## config.mk

```make
export PLATFORM = sky130hd
export DESIGN_NAME = tdma_slot_arbiter
export DESIGN_NICKNAME = d
export VERILOG_FILES = /design/src/rtl/tdma_slot_arbiter.sv
export SDC_FILE = /design/constraint.sdc
export NUM_CORES = 1
export LEC_CHECK = 0
export CAP_MARGIN = 20
export CORE_MARGIN = 2
export CORE_UTILIZATION = 57
export DETAILED_ROUTE_END_ITERATION = 8
export GPL_TIMING_DRIVEN = 0
export HOLD_SLACK_MARGIN = 0.15
export PLACE_DENSITY = 0.93
export SLEW_MARGIN = 20
export SYNTH_ARGS = -nofsm -noshare
export SYNTH_HDL_FRONTEND = slang
export SYNTH_SLANG_ARGS = --single-unit
```

## constraint.sdc

```tcl
create_clock -name ACLK -period 6.19 [get_ports ACLK]
set_input_delay 0.9285 -clock ACLK [delete_from_list [all_inputs] [get_ports ACLK]]
set_output_delay 0.9285 -clock ACLK [all_outputs]
set_load 0.01 [all_outputs]
```

## src/rtl/tdma_slot_arbiter.sv

```systemverilog
// rtl/tdma_slot_arbiter.sv - TDMA slot-owner arbiter; define TDMA_ARB_RECLAIM_EN to hand missed slots to other requesters
module tdma_slot_arbiter #(
  parameter int NUM_REQ    = 4,
  parameter int REQ_IDX_W  = 2,
  parameter int NUM_SLOTS  = 8,
  parameter int SLOT_IDX_W = 3
) (
  input  logic                  ACLK,
  input  logic                  ARESETN,
  input  logic                  enable,
  input  logic                  slot_start,
  input  logic                  tbl_we,
  input  logic [SLOT_IDX_W-1:0] tbl_addr,
  input  logic [REQ_IDX_W:0]    tbl_wdata,
  input  logic [NUM_REQ-1:0]    req,
  output logic [NUM_REQ-1:0]    grant,
  output logic [SLOT_IDX_W-1:0] cur_slot,
  output logic                  slot_missed,
  input  logic                  cnt_clr,
  output logic [15:0]           missed_count
);

  localparam logic [1:0] ST_IDLE = 2'd0;
  localparam logic [1:0] ST_WAIT = 2'd1;
  localparam logic [1:0] ST_ARB  = 2'd2;
  localparam logic [1:0] ST_HOLD = 2'd3;

  localparam logic [SLOT_IDX_W-1:0] LAST_SLOT = SLOT_IDX_W'(NUM_SLOTS - 1);

  logic [1:0]            state;
  logic [REQ_IDX_W:0]    tbl [NUM_SLOTS];
  logic [15:0]           miss_cnt;
  logic [SLOT_IDX_W-1:0] next_slot;
  logic [REQ_IDX_W:0]    entry;
  logic [REQ_IDX_W-1:0]  owner;
  logic                  owner_hit;
  logic [NUM_REQ-1:0]    owner_onehot;
  logic [NUM_REQ-1:0]    reclaim_grant;
  logic                  reclaim_any;

  assign missed_count = miss_cnt;
  assign next_slot    = (cur_slot == LAST_SLOT) ? '0 : cur_slot + 1'b1;

  always_ff @(posedge ACLK) begin
    if (!ARESETN) begin
      for (int i = 0; i < NUM_SLOTS; i++) begin
        tbl[i] <= '0;
      end
    end else if (tbl_we && (32'(tbl_addr) < NUM_SLOTS)) begin
      tbl[tbl_addr] <= tbl_wdata;
    end
  end

  // Out-of-range owner indices behave exactly like an invalid entry.
  always_comb begin
    entry        = tbl[cur_slot];
    owner        = entry[REQ_IDX_W-1:0];
    owner_onehot = '0;
    owner_hit    = 1'b0;
    if (entry[REQ_IDX_W] && (32'(owner) < NUM_REQ)) begin
      owner_onehot[owner] = 1'b1;
      owner_hit           = req[owner];
    end
  end

`ifdef TDMA_ARB_RECLAIM_EN
  logic [REQ_IDX_W-1:0] rr_ptr;
  logic [REQ_IDX_W-1:0] pick;

  // Descending scan so the requester closest to rr_ptr is the last writer.
  always_comb begin
    pick          = '0;
    reclaim_grant = '0;
    reclaim_any   = |req;
    for (int k = NUM_REQ - 1; k >= 0; k--) begin
      if (req[(32'(rr_ptr) + k) % NUM_REQ]) begin
        pick = REQ_IDX_W'((32'(rr_ptr) + k) % NUM_REQ);
      end
    end
    reclaim_grant[pick] = reclaim_any;
  end

  always_ff @(posedge ACLK) begin
    if (!ARESETN) begin
      rr_ptr <= '0;
    end else if (enable && (state == ST_ARB) && !owner_hit && reclaim_any) begin
      rr_ptr <= REQ_IDX_W'((32'(pick) + 1) % NUM_REQ);
    end
  end
`else
  assign reclaim_grant = '0;
  assign reclaim_any   = 1'b0;
`endif

  always_ff @(posedge ACLK) begin
    if (!ARESETN) begin
      state       <= ST_IDLE;
      grant       <= '0;
      cur_slot    <= LAST_SLOT;
      slot_missed <= 1'b0;
    end else begin
      slot_missed <= 1'b0;
      if (!enable) begin
        state <= ST_IDLE;
        grant <= '0;
      end else begin
        case (state)
          ST_IDLE: begin
            grant    <= '0;
            cur_slot <= LAST_SLOT;
            state    <= ST_WAIT;
          end
          ST_WAIT: begin
            if (slot_start) begin
              cur_slot <= next_slot;
              state    <= ST_ARB;
            end
          end
          ST_ARB: begin
            if (owner_hit) begin
              grant <= owner_onehot;
              state <= ST_HOLD;
            end else begin
              slot_missed <= 1'b1;
              if (reclaim_any) begin
                grant <= reclaim_grant;
                state <= ST_HOLD;
              end else begin
                state <= ST_WAIT;
              end
            end
          end
          ST_HOLD: begin
            // A slot boundary outranks a simultaneous request drop.
            if (slot_start) begin
              grant    <= '0;
              cur_slot <= next_slot;
              state    <= ST_ARB;
            end else if ((grant & req) == '0) begin
              grant <= '0;
              state <= ST_WAIT;
            end
          end
          default: begin
            grant <= '0;
            state <= ST_IDLE;
          end
        endcase
      end
    end
  end

  always_ff @(posedge ACLK) begin
    if (!ARESETN || cnt_clr) begin
      miss_cnt <= '0;
    end else if (slot_missed && (miss_cnt != 16'hFFFF)) begin
      miss_cnt <= miss_cnt + 16'd1;
    end
  end

endmodule

```

==> impl_metrics.tcl, run 1 <==
set metrics [dict create \
    worst_ir_drop_vdd_v 0.000127 \
    antenna_cells_inserted 0 \
    postCtsHoldBufs 0 \
    status "completed" \
    detail_route.iter0.violations 144 \
    worst_slew_pin_tran_ps 721 \
    final_min_period_over_clock_period_pct 45.1 \
    vias 1933 \
    hpwl_um 3640 \
    post_synth_inst_count 239 \
    num_cts_buffers 5 \
    finalClockSkew_ps 7.11 \
    final.setup.tns_ps 0 \
    cellLeakagePower_nw 1.11 \
    grt_setup_unrepaired "no" \
    nFillCells 318 \
    report.final.setup_viol 0 \
    antenna_left 0 \
    num_io_pins 40 \
    cts_tree "built" \
    pin_count_of_the_biggest_net_entering_global_routing 16 \
    critPathKind "input pin to flop" \
    final_net_count 304 \
    finalWeightedCongestion 0.833 \
    std_cell_rows 24 \
    synthesis.nets 258 \
    syn_to_final_growth_pct 22.2 \
    global_route.overflow_total 0 \
    die_w_um 70.7 \
    timing_max_transition_violations_final 0 \
    timing.critical_path.from_type "input pin" \
    post-route-worst-setup-slack_ps 3400 \
    final_layout_size_suffix_gt1_share_pct 5.24 \
    root_buffer_cell "sky130_fd_sc_hd__clkbuf_8" \
    vias_per_cell 5.72 \
    synth_seq_area_share_pct 51.3 \
    cts.htree.levels 2 \
    gr-usage-all-layers_pct 21.2 \
    routed_wirelength_um 4960 \
    post_dp_cell_area_um2 2990 \
    postSynthAreaPerCell_um2 10.6 \
    finalHoldViolations 0 \
    endpoint_kind "flop" \
    slew_headroom_pct 51.5 \
    arrival_ps 3030 \
    detailedRoute.firstPassIterationCount 4 \
    synth_cell_type_count 40 \
    powerDensity_nw_per_um2 214 \
    fmax_mhz 358 \
    drc 0 \
    wl_per_cell_um 14.7 \
    cap_violations 0 \
    cts.sink_count 53 \
    detailedPlace.worstSlack_ps 3080 \
    clkTransAtPathRegs_ps 90 \
    port-buffer-count 39 \
    syn-cell-area_um2 2540 \
    cts.path.max_buffers 2 \
    insertion_delay_ps 310 \
    area_enclosed_by_the_die_boundary_um2 5000 \
    grt_pass1_vias 1852 \
    worst_hold_path_type "flop to flop" \
    floorplan.core_area_um2 4320 \
    critical_path.max_fanout 7 \
    initial_cell_density_of_the_core_pct 58.7 \
    post-cts-setup-buffers 0 \
    post_layout_nonfiller_instances 338 \
    cp.required_ps 6420 \
    antenna_violations_before_repair 0 \
    grt_first_pass_wirelength_um 8360 \
    ys_seq_elements 53 \
    numPlacedInstances 330 \
    postCtsResizedCells 0 \
    die-height_um 70.7 \
    hold_slack_ps 482 \
    synth-warning-count 0 \
    min_period_ps 2790 \
    post-route-cell-area_um2 3100 \
]
-- worst max-delay path, stage by stage --
cell and delay, ps:
sky130_fd_sc_hd__clkdlybuf4s50_1 610, sky130_fd_sc_hd__and2_1 160, sky130_fd_sc_hd__clkbuf_1 260, sky130_fd_sc_hd__nand3b_1 190, sky130_fd_sc_hd__or2_2 330, sky130_fd_sc_hd__or3_2 410
sky130_fd_sc_hd__mux2i_1 140
-- cell usage after synthesis --
cell type | number | share of area, %
sky130_fd_sc_hd__o211ai_4 | 1 | 0.84
sky130_fd_sc_hd__edfxtp_1 | 24 | 28
sky130_fd_sc_hd__nor2b_1 | 1 | 0.25
sky130_fd_sc_hd__mux4_2 | 1 | 0.89
sky130_fd_sc_hd__xnor2_1 | 6 | 2.1
sky130_fd_sc_hd__o211ai_1 | 1 | 0.30
sky130_fd_sc_hd__o21ai_1 | 1 | 0.20
sky130_fd_sc_hd__or2_2 | 1 | 0.25
sky130_fd_sc_hd__mux4_1 | 4 | 4.1
sky130_fd_sc_hd__mux2i_2 | 1 | 0.54
sky130_fd_sc_hd__or3_2 | 1 | 0.30
sky130_fd_sc_hd__or3_1 | 4 | 0.99
sky130_fd_sc_hd__nor3_1 | 6 | 1.2
sky130_fd_sc_hd__and2_1 | 27 | 6.7
sky130_fd_sc_hd__nand3_1 | 6 | 1.2
sky130_fd_sc_hd__and4_1 | 1 | 0.35
sky130_fd_sc_hd__nor2_1 | 21 | 3.1
sky130_fd_sc_hd__nand2_1 | 26 | 3.8
sky130_fd_sc_hd__nor4_1 | 3 | 0.74
sky130_fd_sc_hd__o22ai_1 | 3 | 0.74
sky130_fd_sc_hd__a22oi_1 | 2 | 0.59
sky130_fd_sc_hd__o31ai_1 | 1 | 0.30
sky130_fd_sc_hd__ha_1 | 3 | 1.5
sky130_fd_sc_hd__mux2i_4 | 1 | 0.89
sky130_fd_sc_hd__mux2i_1 | 12 | 4.7
sky130_fd_sc_hd__o31a_1 | 1 | 0.35
sky130_fd_sc_hd__o21ai_0 | 11 | 2.2
sky130_fd_sc_hd__inv_1 | 4 | 0.59
sky130_fd_sc_hd__nand4_1 | 6 | 1.5
sky130_fd_sc_hd__buf_1 | 1 | 0.15
sky130_fd_sc_hd__clkbuf_1 | 3 | 0.44
sky130_fd_sc_hd__dfxtp_1 | 29 | 23
sky130_fd_sc_hd__a21oi_1 | 8 | 1.6
sky130_fd_sc_hd__nand3b_1 | 1 | 0.30
sky130_fd_sc_hd__buf_6 | 1 | 0.44
sky130_fd_sc_hd__nand2b_1 | 8 | 2.0
sky130_fd_sc_hd__or3b_2 | 1 | 0.35
sky130_fd_sc_hd__and3_1 | 2 | 0.49
sky130_fd_sc_hd__xor2_1 | 4 | 1.4
sky130_fd_sc_hd__or3b_4 | 1 | 0.44
-- cell usage in the layout (no fill, tap or decap), types with 8 or more instances in the layout --
cell type,instances
sky130_fd_sc_hd__a21oi_1,8
sky130_fd_sc_hd__and2_1,27
sky130_fd_sc_hd__o21ai_0,11
sky130_fd_sc_hd__mux2i_1,12
sky130_fd_sc_hd__nor2_1,21
sky130_fd_sc_hd__edfxtp_1,24
sky130_fd_sc_hd__clkdlybuf4s50_1,39
sky130_fd_sc_hd__nand2_1,26
sky130_fd_sc_hd__nand2b_1,8
sky130_fd_sc_hd__dfxtp_1,29
-- state kept, by name (all words and copies together) (netlist names), named ones only --
signal	count
grant	4
missed_count	16
cur_slot	3
slot_missed	1
tbl	24
state	2
-- path summary, 6_finish.rpt --
| path | slack (ps) | from | cells past startpoint | end |
|---|---|---|---|---|
| setup / recovery | 3400 | ARESETN | 7 | grant[3] |
| hold reg to reg | 480 | grant[3] | 2 | grant[3] |
| setup reg to reg | 3900 | flop | 7 | grant[1] |
| hold / removal | 480 | grant[3] | 2 | grant[3] |
-- metrics by stage --
step | power (mW) | util [%]
6_report | 0.664 | 71.6
5_1_grt | 0.689 | 71.6
4_1_cts | 0.667 | 71.6
3_5_place_dp | 0.446 | 69.2
3_3_place_gp | 0.443 | 69.2
2_1_floorplan | 0.422 | -
-- metal layers --
layer | vias to the layer above | part of all wire, % | GRT usage, %
li1 | 953 | - | -
met1 | 916 | 43 | 27.3
met2 | 48 | 51 | 35.0
met3 | 16 | 4.0 | 4.99
met4 | 0 | 2.3 | 8.18
met5 | - | 0 | 0
-- kinds of logic (layout without fill, tap and decap cells) --
logic type,after synthesis,in the layout,share of synthesized area [%]
and+or+nand+nor,116,116,23.9
AOI/OAI and AO/OA,29,29,7.05
adders and majority gates,3,3,1.48
DFF,53,53,51.3
xor gates and xnor gates,10,10,3.45
muxes,19,19,11.2
buffers and inverters,9,56,1.63
-- power by group --
part / switching (mW) / internal (mW) / total, mW
Combinational: 0.0284 / 0.0271 / 0.0555
Sequential: 0.00489 / 0.377 / 0.382
Clock: 0.107 / 0.119 / 0.227
Total: 0.140 / 0.523 / 0.664
-- area by class of cell --
cell class | instances | area (um^2) | area share (%)
Buffer | 5 | 26.3 | 0.848
Clock buffer | 6 | 72.6 | 2.34
Clock inverter | 2 | 33.8 | 1.09
Inverter | 4 | 15.0 | 0.485
Multi-Input combinational cell | 177 | 1190 | 38.5
Sequential cell | 53 | 1300 | 42.0
Tap cell | 52 | 65.1 | 2.10
Timing Repair Buffer | 39 | 390 | 12.6
Note: power is estimated with default switching activity, not from simulation.
==> inputs of run 2 (changes only) <==
Settings changed: CORE_UTILIZATION 57 to 53, PLACE_DENSITY 0.93 to 0.88.
Clock period 6.19 ns to 2.8 ns, I/O delays scaled along.
==> impl_metrics.tcl, run 2 (synthesis gave the netlist of run 1 again) <==
set metrics [dict create \
    post-route-cell-area_um2 3100 \
    post_dp_cell_area_um2 2990 \
    postCtsResizedCells 0 \
    initial_cell_density_of_the_core_pct 54.4 \
    endpoint_kind "flop" \
    timing.critical_path.from_type "input pin" \
    nFillCells 371 \
    finalHoldViolations 0 \
    final_core_util_pct 66.5 \
    critPathKind "input pin to flop" \
    status "completed" \
    cts.path.max_buffers 2 \
    antenna_violations_before_repair 0 \
    root_buffer_cell "sky130_fd_sc_hd__clkbuf_8" \
    final_common_cell "sky130_fd_sc_hd__clkdlybuf4s50_1" \
    hold-path-cell-count 2 \
    post_layout_nonfiller_instances 340 \
    worst_hold_path_type "flop to flop" \
    syn_to_final_growth_pct 22.2 \
    die-height_um 73.2 \
    die_w_um 73.2 \
    detailedPlace.worstSlack_ps 180 \
    post-route-worst-setup-slack_ps 516 \
    total_power_mw 1.45 \
    arrival_ps 2530 \
    detailedRoute.firstPassIterationCount 4 \
    antenna_cells_inserted 0 \
    insertion_delay_ps 310 \
    std_cell_rows 25 \
    largest_register "tbl" \
    report.final.setup_viol 0 \
    final.setup.tns_ps 0 \
    grt_setup_unrepaired "no" \
    cp.required_ps 3040 \
    hpwl_um 3690 \
    vias_per_cell 5.52 \
    cellLeakagePower_nw 1.11 \
    grt_pass1_vias 1789 \
    sequential_cell_area_um2 1300 \
    final_min_period_over_clock_period_pct 81.6 \
    pin_count_of_the_biggest_net_entering_global_routing 17 \
    cts.sink_count 53 \
    vias 1876 \
    final_layout_size_suffix_gt1_share_pct 5.59 \
    finalClockSkew_ps 7.21 \
    slew_headroom_pct 54.7 \
    drc 0 \
    cap_violations 0 \
    postCtsHoldBufs 0 \
    powerDensity_nw_per_um2 467 \
    cts.htree.levels 2 \
    hold_slack_ps 482 \
    gr-usage-all-layers_pct 20.4 \
    detail_route.iter0.violations 78 \
    commonest_non_fill_non_tap_cells_in_the_layout "sky130_fd_sc_hd__clkdlybuf4s50_1 (39), sky130_fd_sc_hd__dfxtp_1 (29), sky130_fd_sc_hd__and2_1 (27)" \
    antenna_left 0 \
    area_enclosed_by_the_die_boundary_um2 5350 \
    worst_slew_pin_tran_ps 673 \
    routed_wirelength_um 4850 \
    min_period_ps 2280 \
    floorplan.core_area_um2 4660 \
    largest_reg_flops 24 \
    global_route.overflow_total 0 \
    num_cts_buffers 5 \
    timing_max_transition_violations_final 0 \
    worst_ir_drop_vdd_v 0.000330 \
    post-cts-setup-buffers 0 \
    clkTransAtPathRegs_ps 100 \
    fmax_mhz 438 \
    port-buffer-count 39 \
    num_io_pins 40 \
    wl_per_cell_um 14.3 \
    area_occupied_by_multi_input_gates_um2 1190 \
    final_net_count 304 \
    cts_tree "built" \
    critical_path.max_fanout 7 \
    grt_first_pass_wirelength_um 8270 \
    numPlacedInstances 332 \
    number_of_cells_traversed_by_the_worst_register_to_register_path 7 \
    r2r_setup_slack_ps 530 \
    finalWeightedCongestion 0.773 \
]
-- run 2: changes by cell type in the layout (fill, tap and decap cells not counted) --
cell	before	now
sky130_fd_sc_hd__bufinv_16	1	0
sky130_fd_sc_hd__clkbuf_1	4	3
sky130_fd_sc_hd__clkbuf_16	0	1
sky130_fd_sc_hd__clkinvlp_4	0	1
-- run 2: layout make-up --
cell class                      count  share of cell area (%)
Buffer                              5                   0.848
Multi-Input combinational cell    177                    38.5
Timing Repair Buffer               39                    12.6
Tap cell                           54                    2.18
Clock buffer                        6                    3.03
Sequential cell                    53                    42.0
Inverter                            4                   0.484
Clock inverter                      2                   0.363
-- run 2: worst paths after layout --
kind,endpoint,startpoint
worst max register to register,grant[3],flop
worst min-delay path,grant[1],grant[1]
worst max-delay path,grant[3],ARESETN
worst min register to register,grant[1],grant[1]
-- run 2: per-layer routing --
| layer | vias to the layer above | part of all wire, % | GRT usage (%) |
|---|---|---|---|
| met3 | 5 | 3.3 | 3.73 |
| met1 | 877 | 45 | 26.3 |
| li1 | 949 | - | - |
| met2 | 45 | 50 | 33.9 |
| met4 | 0 | 1.4 | 7.82 |
| met5 | - | 0 | 0 |
-- run 2: power breakdown --
group	total, mW	internal (mW)	switching (mW)	leakage (nW)
Clock	0.481	0.228	0.254	0.0500
Sequential	0.843	0.833	0.0104	0.465
Combinational	0.123	0.0598	0.0633	0.591
Total	1.45	1.12	0.327	1.11
-- run 2: worst max-delay path, stage by stage --
cell,delay [ps]
sky130_fd_sc_hd__clkdlybuf4s50_1,640
sky130_fd_sc_hd__and2_1,170
sky130_fd_sc_hd__clkbuf_1,240
sky130_fd_sc_hd__nand3b_1,190
sky130_fd_sc_hd__or2_2,330
sky130_fd_sc_hd__or3_2,410
sky130_fd_sc_hd__mux2i_1,140
